[config.mk]
export PLATFORM = sky130hd
export DESIGN_NAME = mux4_rr_arbiter
export DESIGN_NICKNAME = d
export VERILOG_FILES = /design/src/rtl/mux4_rr_arbiter_pkg.sv /design/src/rtl/mux4_rr_arbiter_m41.sv /design/src/rtl/mux4_rr_arbiter.sv
export SDC_FILE = /design/constraint.sdc
export NUM_CORES = 1
export LEC_CHECK = 0
export CAP_MARGIN = 20
export CORE_UTILIZATION = 67
export CTS_CLUSTER_SIZE = 25
export DETAILED_ROUTE_END_ITERATION = 8
export DONT_BUFFER_PORTS = 1
export GPL_ROUTABILITY_DRIVEN = 1
export PLACE_DENSITY = 0.88
export SYNTH_ARGS = -nofsm -noshare
export SYNTH_HDL_FRONTEND = slang
export SYNTH_SLANG_ARGS = --single-unit
[constraint.sdc]
create_clock -name clk -period 7.4 [get_ports clk]
set_clock_uncertainty 0.2 [all_clocks]
set_input_delay 1.48 -clock clk [delete_from_list [all_inputs] [get_ports clk]]
set_output_delay 1.48 -clock clk [all_outputs]
set_load 0.01 [all_outputs]
[src/rtl/mux4_rr_arbiter_pkg.sv]
// Shared types and the rotating-priority search used by the mux arbiter.
package mux_arb_pkg;

  localparam int N_REQ = 4;

  typedef enum logic {IDLE, BUSY} state_e;

  typedef struct packed {
    logic       found;
    logic [1:0] index;
  } pick_t;

  // Walk from the highest offset down so the lowest offset from ptr is written last and wins.
  function automatic pick_t rr_pick(input logic [N_REQ-1:0] req, input logic [1:0] ptr);
    pick_t      res;
    logic [1:0] idx;
    res = '0;
    for (int k = N_REQ - 1; k >= 0; k--) begin
      idx = ptr + 2'(k);
      if (req[idx]) begin
        res.found = 1'b1;
        res.index = idx;
      end
    end
    return res;
  endfunction

endpackage

[src/rtl/mux4_rr_arbiter_m41.sv]
// 1-bit 4:1 mux; input d1 is reached with s1 set, d2 with s0 set.
module m41 (
  input  logic d0,
  input  logic d1,
  input  logic d2,
  input  logic d3,
  input  logic s0,
  input  logic s1,
  output logic y
);

  always_comb begin
    y = d0;
    case ({s0, s1})
      2'b00:   y = d0;
      2'b01:   y = d1;
      2'b10:   y = d2;
      default: y = d3;
    endcase
  end

endmodule

[src/rtl/mux4_rr_arbiter.sv]
// Round-robin sharing of one m41 among four requesters, with a bounded hold per grant
// and a registered, qualified copy of the selected data bit.
module mux4_rr_arbiter
  import mux_arb_pkg::*;
#(
  parameter int MAX_HOLD = 4
) (
  input  logic             clk,
  input  logic             rst_n,
  input  logic [N_REQ-1:0] req,
  input  logic [N_REQ-1:0] d,
  output logic [N_REQ-1:0] gnt,
  output logic             s0,
  output logic             s1,
  output logic             dout,
  output logic             dout_vld
);

  localparam logic [3:0] HOLD_LAST = 4'(MAX_HOLD - 1);

  state_e           state_q;
  logic [1:0]       owner_q;
  logic [1:0]       ptr_q;
  logic [3:0]       cnt_q;
  logic [3:0]       cnt_d;
  logic [N_REQ-1:0] gnt_q;
  logic             s0_q;
  logic             s1_q;
  logic             dout_q;
  logic             dout_d;
  logic             vld_q;

  logic [N_REQ-1:0] others;
  logic             releaseNow;
  pick_t            idlePick;
  pick_t            handPick;

  always_comb begin
    others     = req & ~(4'b0001 << owner_q);
    releaseNow = !req[owner_q] || ((cnt_q == HOLD_LAST) && (others != '0));
    idlePick   = rr_pick(req, ptr_q);
    handPick   = rr_pick(others, owner_q + 2'd1);
    cnt_d      = (cnt_q == HOLD_LAST) ? cnt_q : cnt_q + 4'd1;
  end

  // A handover goes straight to the next owner so the mux never sees an idle bubble.
  always_ff @(posedge clk or negedge rst_n) begin
    if (!rst_n) begin
      state_q <= IDLE;
      owner_q <= 2'd0;
      ptr_q   <= 2'd0;
      cnt_q   <= 4'd0;
      gnt_q   <= '0;
      s0_q    <= 1'b0;
      s1_q    <= 1'b0;
    end else begin
      case (state_q)
        IDLE: begin
          if (idlePick.found) begin
            state_q <= BUSY;
            owner_q <= idlePick.index;
            gnt_q   <= 4'b0001 << idlePick.index;
            s1_q    <= idlePick.index[0];
            s0_q    <= idlePick.index[1];
            cnt_q   <= 4'd0;
          end
        end
        BUSY: begin
          if (releaseNow) begin
            ptr_q <= owner_q + 2'd1;
            if (handPick.found) begin
              owner_q <= handPick.index;
              gnt_q   <= 4'b0001 << handPick.index;
              s1_q    <= handPick.index[0];
              s0_q    <= handPick.index[1];
              cnt_q   <= 4'd0;
            end else begin
              state_q <= IDLE;
              gnt_q   <= '0;
            end
          end else begin
            cnt_q <= cnt_d;
          end
        end
        default: state_q <= IDLE;
      endcase
    end
  end

  m41 u_m41 (
    .d0 (d[0]),
    .d1 (d[1]),
    .d2 (d[2]),
    .d3 (d[3]),
    .s0 (s0_q),
    .s1 (s1_q),
    .y  (dout_d)
  );

  always_ff @(posedge clk or negedge rst_n) begin
    if (!rst_n) begin
      dout_q <= 1'b0;
      vld_q  <= 1'b0;
    end else begin
      dout_q <= dout_d;
      vld_q  <= |gnt_q;
    end
  end

  assign gnt      = gnt_q;
  assign s0       = s0_q;
  assign s1       = s1_q;
  assign dout     = dout_q;
  assign dout_vld = vld_q;

endmodule

==> Word level (Yosys, flattened, before mapping) <==
Cells that the tools add are included.
{ "word_totals": {"rom_bits": 0, "in_bits": 10, "n_memories": 0, "latchBits": 0, "regBits": 17, "mem_bits_rw": 0, "elab_cells": 102} }
{ "op_classes": {"n_shift": 3, "n_eq_ne": 8, "magnitude_cmp": 9, "add_sub_neg": 8, "bitwise_logic": 3, "n_reduce_logical": 10, "n_mux": 52, "div_mod_pow": 0, "multipliers": 0} }
{ "ops": {"columns": ["cell", "count"], "rows": [
  ["$mux 4", 7],
  ["$lt 2x3->1 const B", 9],
  ["$mux 3", 8],
  ["$bmux 1 s2", 9],
  ["$mux 1", 18],
  ["$pmux 4 s2", 2],
  ["$shl 1x2->4 const A", 3],
  ["$add 2x2->2 const B", 4],
  ["$add 2x1->2 const B", 3],
  ["$mux 2", 3],
  ["$pmux 1 s2", 3],
  ["$reduce_and 3->1", 2],
  ["$add 4x1->4 const B", 1],
  ["$and 4x4->4", 1],
  ["$eq 4x2->1 const B", 1],
  ["$ne 2x1->1 const B", 2],
  ["$not 4->4", 1],
  ["$pmux 2 s2", 1],
  ["$reduce_and 2->1", 2],
  ["$reduce_bool 4->1", 1],
  ["$reduce_or 4->1", 1],
  ["$ne 3x2->1 const B", 1],
  ["$ne 3x3->1 const B", 1],
  ["$pmux 1 s3", 1],
  ["other kinds (8)", 8]
]} }

==> Longest topological paths before layout <==
{ "depth": {"ltp_word": 13, "ltp_mapped": 8} }

==> Cells and area by module <==
From an unflattened synthesis, not the netlist that was laid out.
{ "unflattened": {"cells_unflattened": 121, "hier_area_um2": 1103.6} }
{ "by_module_without_submodules": {"columns": ["module", "n_inst", "cells_per_inst", "area_per_inst_um2", "seq_area_each_um2"], "rows": [
  ["mux4_rr_arbiter", 1, 120, 1081.0, 375.4],
  ["m41", 1, 1, 22.5, 0.0]
]} }

==> Worst setup path before layout <==
OpenSTA, ideal clock, no wires.
{ "synth_timing": {"path_type": "input port to flip-flop", "startpoint": "input req[0]", "endpoint": "register cnt_q[2]", "path_buffers": 1, "stages": 6, "arrival_time_ps": 2848, "path_slack_ps": 4241, "t_required_ps": 7089, "path_cell_list": "buf_2 > or2_1 > o311ai_4 > o31ai_1 > and3_1 > a2111oi_2"} }
{ "synth_via": {"elab_chain_len": 9, "elab_cells_between_ends": 37, "cone_classes": "3 x eq/ne; 28 x mux; 1 x bitwise; 5 x reduce/logical"} }
{ "synth_lines": {"columns": ["item", "line", "source"], "rows": [
  ["from (decl)", "mux4_rr_arbiter.sv:10", "input logic [N_REQ-1:0] req,"],
  ["$and 4x4->4", "mux4_rr_arbiter.sv:39", "others = req & ~(4'b0001 << owner_q);"],
  ["$bmux 1 s2", "mux4_rr_arbiter_pkg.sv:20", "if (req[idx]) begin"],
  ["$mux 1 (not written as such)", "mux4_rr_arbiter_pkg.sv:20", null],
  ["$mux 3 (4 in a row)", "mux4_rr_arbiter_pkg.sv:20", null],
  ["$ne 3x2->1 (no source line)", null, null],
  ["$reduce_and 3->1 (no source line)", null, null],
  ["to (signal assigned)", "mux4_rr_arbiter.sv:82", "cnt_q <= cnt_d;"],
  ["to (decl)", "mux4_rr_arbiter.sv:24", "logic [3:0] cnt_q;"]
]} }
Parallel ways exist; a longest one is shown, timed or not. The select of a mux whose other input is x is not followed.
A chain may end at the register's enable or synchronous reset.

==> Worst setup path after layout <==
{ "layout_timing": {"startpoint": "register owner_q[0]", "endpoint": "register gnt_q[0], in the netlist gnt[0]"} }
{ "layout_via": {"elab_chain_len": 13, "elab_cells_between_ends": 31, "cone_classes": "4 x add/sub; 1 x eq/ne; 2 x shift; 17 x mux; 2 x bitwise; 5 x reduce/logical"} }
{ "layout_lines": {"columns": ["item", "line", "source"], "rows": [
  ["from (decl)", "mux4_rr_arbiter.sv:22", "logic [1:0] owner_q;"],
  ["from (signal assigned)", "mux4_rr_arbiter.sv:61", "owner_q <= idlePick.index;"],
  ["from (signal assigned)", "mux4_rr_arbiter.sv:72", "owner_q <= handPick.index;"],
  ["branches (longest 13 deep; another with $add 2x1->2)", null, null],
  ["to (signal assigned)", "mux4_rr_arbiter.sv:62", "gnt_q <= 4'b0001 << idlePick.index;"],
  ["to (signal assigned)", "mux4_rr_arbiter.sv:73", "gnt_q <= 4'b0001 << handPick.index;"],
  ["to (decl)", "mux4_rr_arbiter.sv:26", "logic [N_REQ-1:0] gnt_q;"]
]} }
Several ways; the timed one is not identified. The select of a mux whose other input is x is not followed.

==> results.py <==
metrics = {
    "worst_setup_path": {
        "path_buf_inv": 1,
        "crit_fanout": 17,
        "critPathTopFamily": "flip-flops",
        "endpoint_kind": "register",
        "critical_path_class": "register to register",
        "r2r-end": "gnt[0]$_DFFE_PN0P_",
        "slowest_delay_ns": 0.75,
        "reg2reg_slack_ns": 4.28,
        "crit_path_cell_trace": "inv_1 > ha_1 > and3b_1 > o221a_1 > a211o_1 > or4b_1 > a31oi_1",
        "cpMaxStageDelayCell": "dfrtp_1",
        "reg2reg_from": "owner_q[0]$_DFFE_PN0P_",
        "worst_r2r_path_depth": 7,
        "cp.required_ns": 7.40,
        "critPathArrivalTime_ns": 3.12,
        "start_kind": "register",
    },
    "floorplan": {
        "die_y_um": 44.98,
        "core_area_sq_um": 1727,
        "dieArea_sq_um": 2023,
        "num_io_pins": 18,
        "die_x_um": 44.98,
        "fp-row-count": 15,
        "start_util_pct": 71.67,
    },
    "cts": {
        "clk_pin_slew_worst_paths_ns": 0.09,
        "postCtsHoldBufs": 0,
        "cts.root.buffer_cell": "clkbuf_4",
        "clock_sinks": 15,
        "numCtsBuffers": 3,
        "cts.repair.resized": 0,
        "cts_setup_buffers": 0,
        "htree_levels": 1,
        "clock_path_buffers": 2,
        "clk_latency_ns": 0.28,
        "cts_tree": "done",
    },
    "drt": {
        "wl_per_cell_um": 16.36,
        "wl_met2_mm": 1.199,
        "vias": 993,
        "met1Wirelength_mm": 1.122,
        "drc_errors": 0,
        "met3_length_um": 115,
        "drtAntennaViolNets": 0,
        "wl_mm": 2.471,
        "dr.first_iter.drc_count": 22,
        "highest_layer": "met4",
        "dr.pass1.iters": 6,
        "routed_via_density": 6.576,
    },
    "yosys": {
        "ys_seq_elements": 15,
        "syn_area_per_cell_sq_um": 9.744,
        "async_reset_ff_share_pct": 100.0,
        "ys_seq_area_share_pct": 30.33,
        "netlist_instances": 127,
        "syn-num-nets": 142,
        "ys.flop_type": "dfrtp_1",
        "yosys_warnings": 0,
        "synth_area_sq_um": 1237,
        "synth_cell_type_count": 55,
        "synth-edff-count": 0,
    },
    "power_and_ir_drop": {
        "ir_worst_vdd_v": 0.0002171,
        "p_leak_uw": 0.0005563,
        "power.density_nw_per_um2": 405.9,
        "total_power_uw": 508.9,
    },
    "min_path": {
        "min_from": "cnt_q[0]$_DFFE_PN0P_",
        "min_path_type": "register to register",
        "whs_endpoint": "cnt_q[0]$_DFFE_PN0P_",
        "hold_path_depth": 1,
    },
    "timing": {
        "hold_viol_final": 0,
        "setup_viol": 0,
        "slew_viol_final": 0,
        "tightestPinTransition_ns": 0.6053,
        "fin_ws_ns": 4.281,
        "period_minus_slack_ns": 3.119,
        "max_freq_mhz": 320.6,
        "rsz0062_at_grt": "no",
        "finalCritPeriodShare_pct": 42.15,
        "tns_ns": 0,
        "slew_headroom_pct": 58.60,
    },
    "grt": {
        "grt.total_usage_pct": 28.20,
        "overflow": 0,
        "grt_max_degree": 18,
        "antenna_found_initial": 0,
        "grt_pass1_wl_mm": 4.133,
        "first_global_vias": 918,
    },
    "finish": {
        "diodes": 0,
        "nFillCells": 129,
        "multi_input_area_sq_um": 793.3,
        "drive_gt1_share_pct": 15.08,
        "fin_nets": 142,
        "final-seq-area_sq_um": 375.4,
        "layout_commonest_cell": "dfrtp_1",
        "area_delta_synth_final_pct": 1.314,
        "layout_common_cells": "dfrtp_1 (15), nand2_1 (9), inv_1 (7), nor2_1 (7), a21oi_1 (6)",
    },
    "job": {
        "maxCapViolCount": 0,
    },
    "placed_design": {
        "gp_congestion": 0.9567,
        "port_buffers": 0,
        "dp_worst_setup_slack_ns": 4.208,
        "hpwlAfterDp_mm": 1.934,
    },
    "status": {
        "outcome": "finished, final reports clean",
    },
}
power breakdown:
part	internal [uW]	switching [uW]	total (uW)
clock	20.0	26.4	46.4
sequential	119	56.5	175
combinational	134	154	287
total	272	236	509
cells in the mapped netlist (2+ instances only):
master	n	share of area, %
nand2b_1	4	2.0
ha_1	5	5.1
nor3_1	2	0.81
mux2i_1	4	3.2
or2_1	2	1.0
nor2b_1	2	1.0
nor2_1	7	2.1
nand2_1	9	2.7
and2b_1	2	1.2
a21oi_1	6	2.4
mux2_2	2	1.8
o21ai_0	2	0.81
nor4_1	2	1.0
and3b_1	2	1.4
o22ai_1	2	1.0
or3_1	2	1.0
inv_1	7	2.1
nand3_1	5	2.0
and3_1	2	1.0
or3b_2	3	2.1
dfrtp_1	15	30
o31ai_1	2	1.2
buf_6	3	2.7
a22o_1	2	1.4
a31oi_1	2	1.0
o211ai_1	2	1.2
area by class of cell:
class	count	area share, %
clock buffers	3	1.796
clock inverters	1	0.3992
inverters	7	2.096
multi-input cells	100	63.27
flip-flops and latches	15	29.94
well taps	25	2.495
sequential cells by signal, summed over array words and instances (netlist names):
signal    flops
owner_q       2
cnt_q         4
state_q       1
dout          1
ptr_q         2
dout_vld      1
gnt           4
worst max path at each step:
stage                                       from                    to  depth (start not counted)
after detailed placement                  req[3]    gnt[0]$_DFFE_PN0P_                          5
final                     owner_q[0]$_DFFE_PN0P_    gnt[0]$_DFFE_PN0P_                          7
after global routing      owner_q[0]$_DFFE_PN0P_    gnt[0]$_DFFE_PN0P_                          7
after floorplan                           req[0]  cnt_q[2]$_DFFE_PN0P_                          6
after global placement                    req[3]    gnt[0]$_DFFE_PN0P_                          5
after CTS                 owner_q[0]$_DFFE_PN0P_    gnt[0]$_DFFE_PN0P_                          7
logic make-up after synthesis:
family | Yosys count | share of synthesized area, %
flip-flops | 15 | 30.33
buffers and inverters | 12 | 5.561
multiplexers | 7 | 6.876
AND/OR/NAND/NOR | 54 | 27.50
adder cells (fa/ha/maj) | 5 | 5.056
AO/OA/AOI/OAI | 34 | 24.67
layer usage:
| metal | vias up | GRT usage [%] |
|---|---|---|
| met5 | - | 0 |
| met4 | 0 | 12.12 |
| met3 | 2 | 4.400 |
| met2 | 32 | 45.80 |
| met1 | 481 | 37.00 |
| li1 | 478 | - |
through the flow:
| stage | instance area, sq um | util [%] | cells | hold WS (ns) |
|---|---|---|---|---|
| CTS | 1254 | 72.61 | 151 | 0.3395 |
| finish | 1254 | 72.61 | 151 | 0.3395 |
| floorplan | 1237 | - | 127 | 0.2857 |
| global route | 1254 | 72.61 | 151 | 0.3803 |
| detailed placement | 1226 | 71.01 | 147 | 0.3273 |
| global placement | 1226 | 71.01 | 147 | 0.3104 |
(Power assumes the default switching activity.)
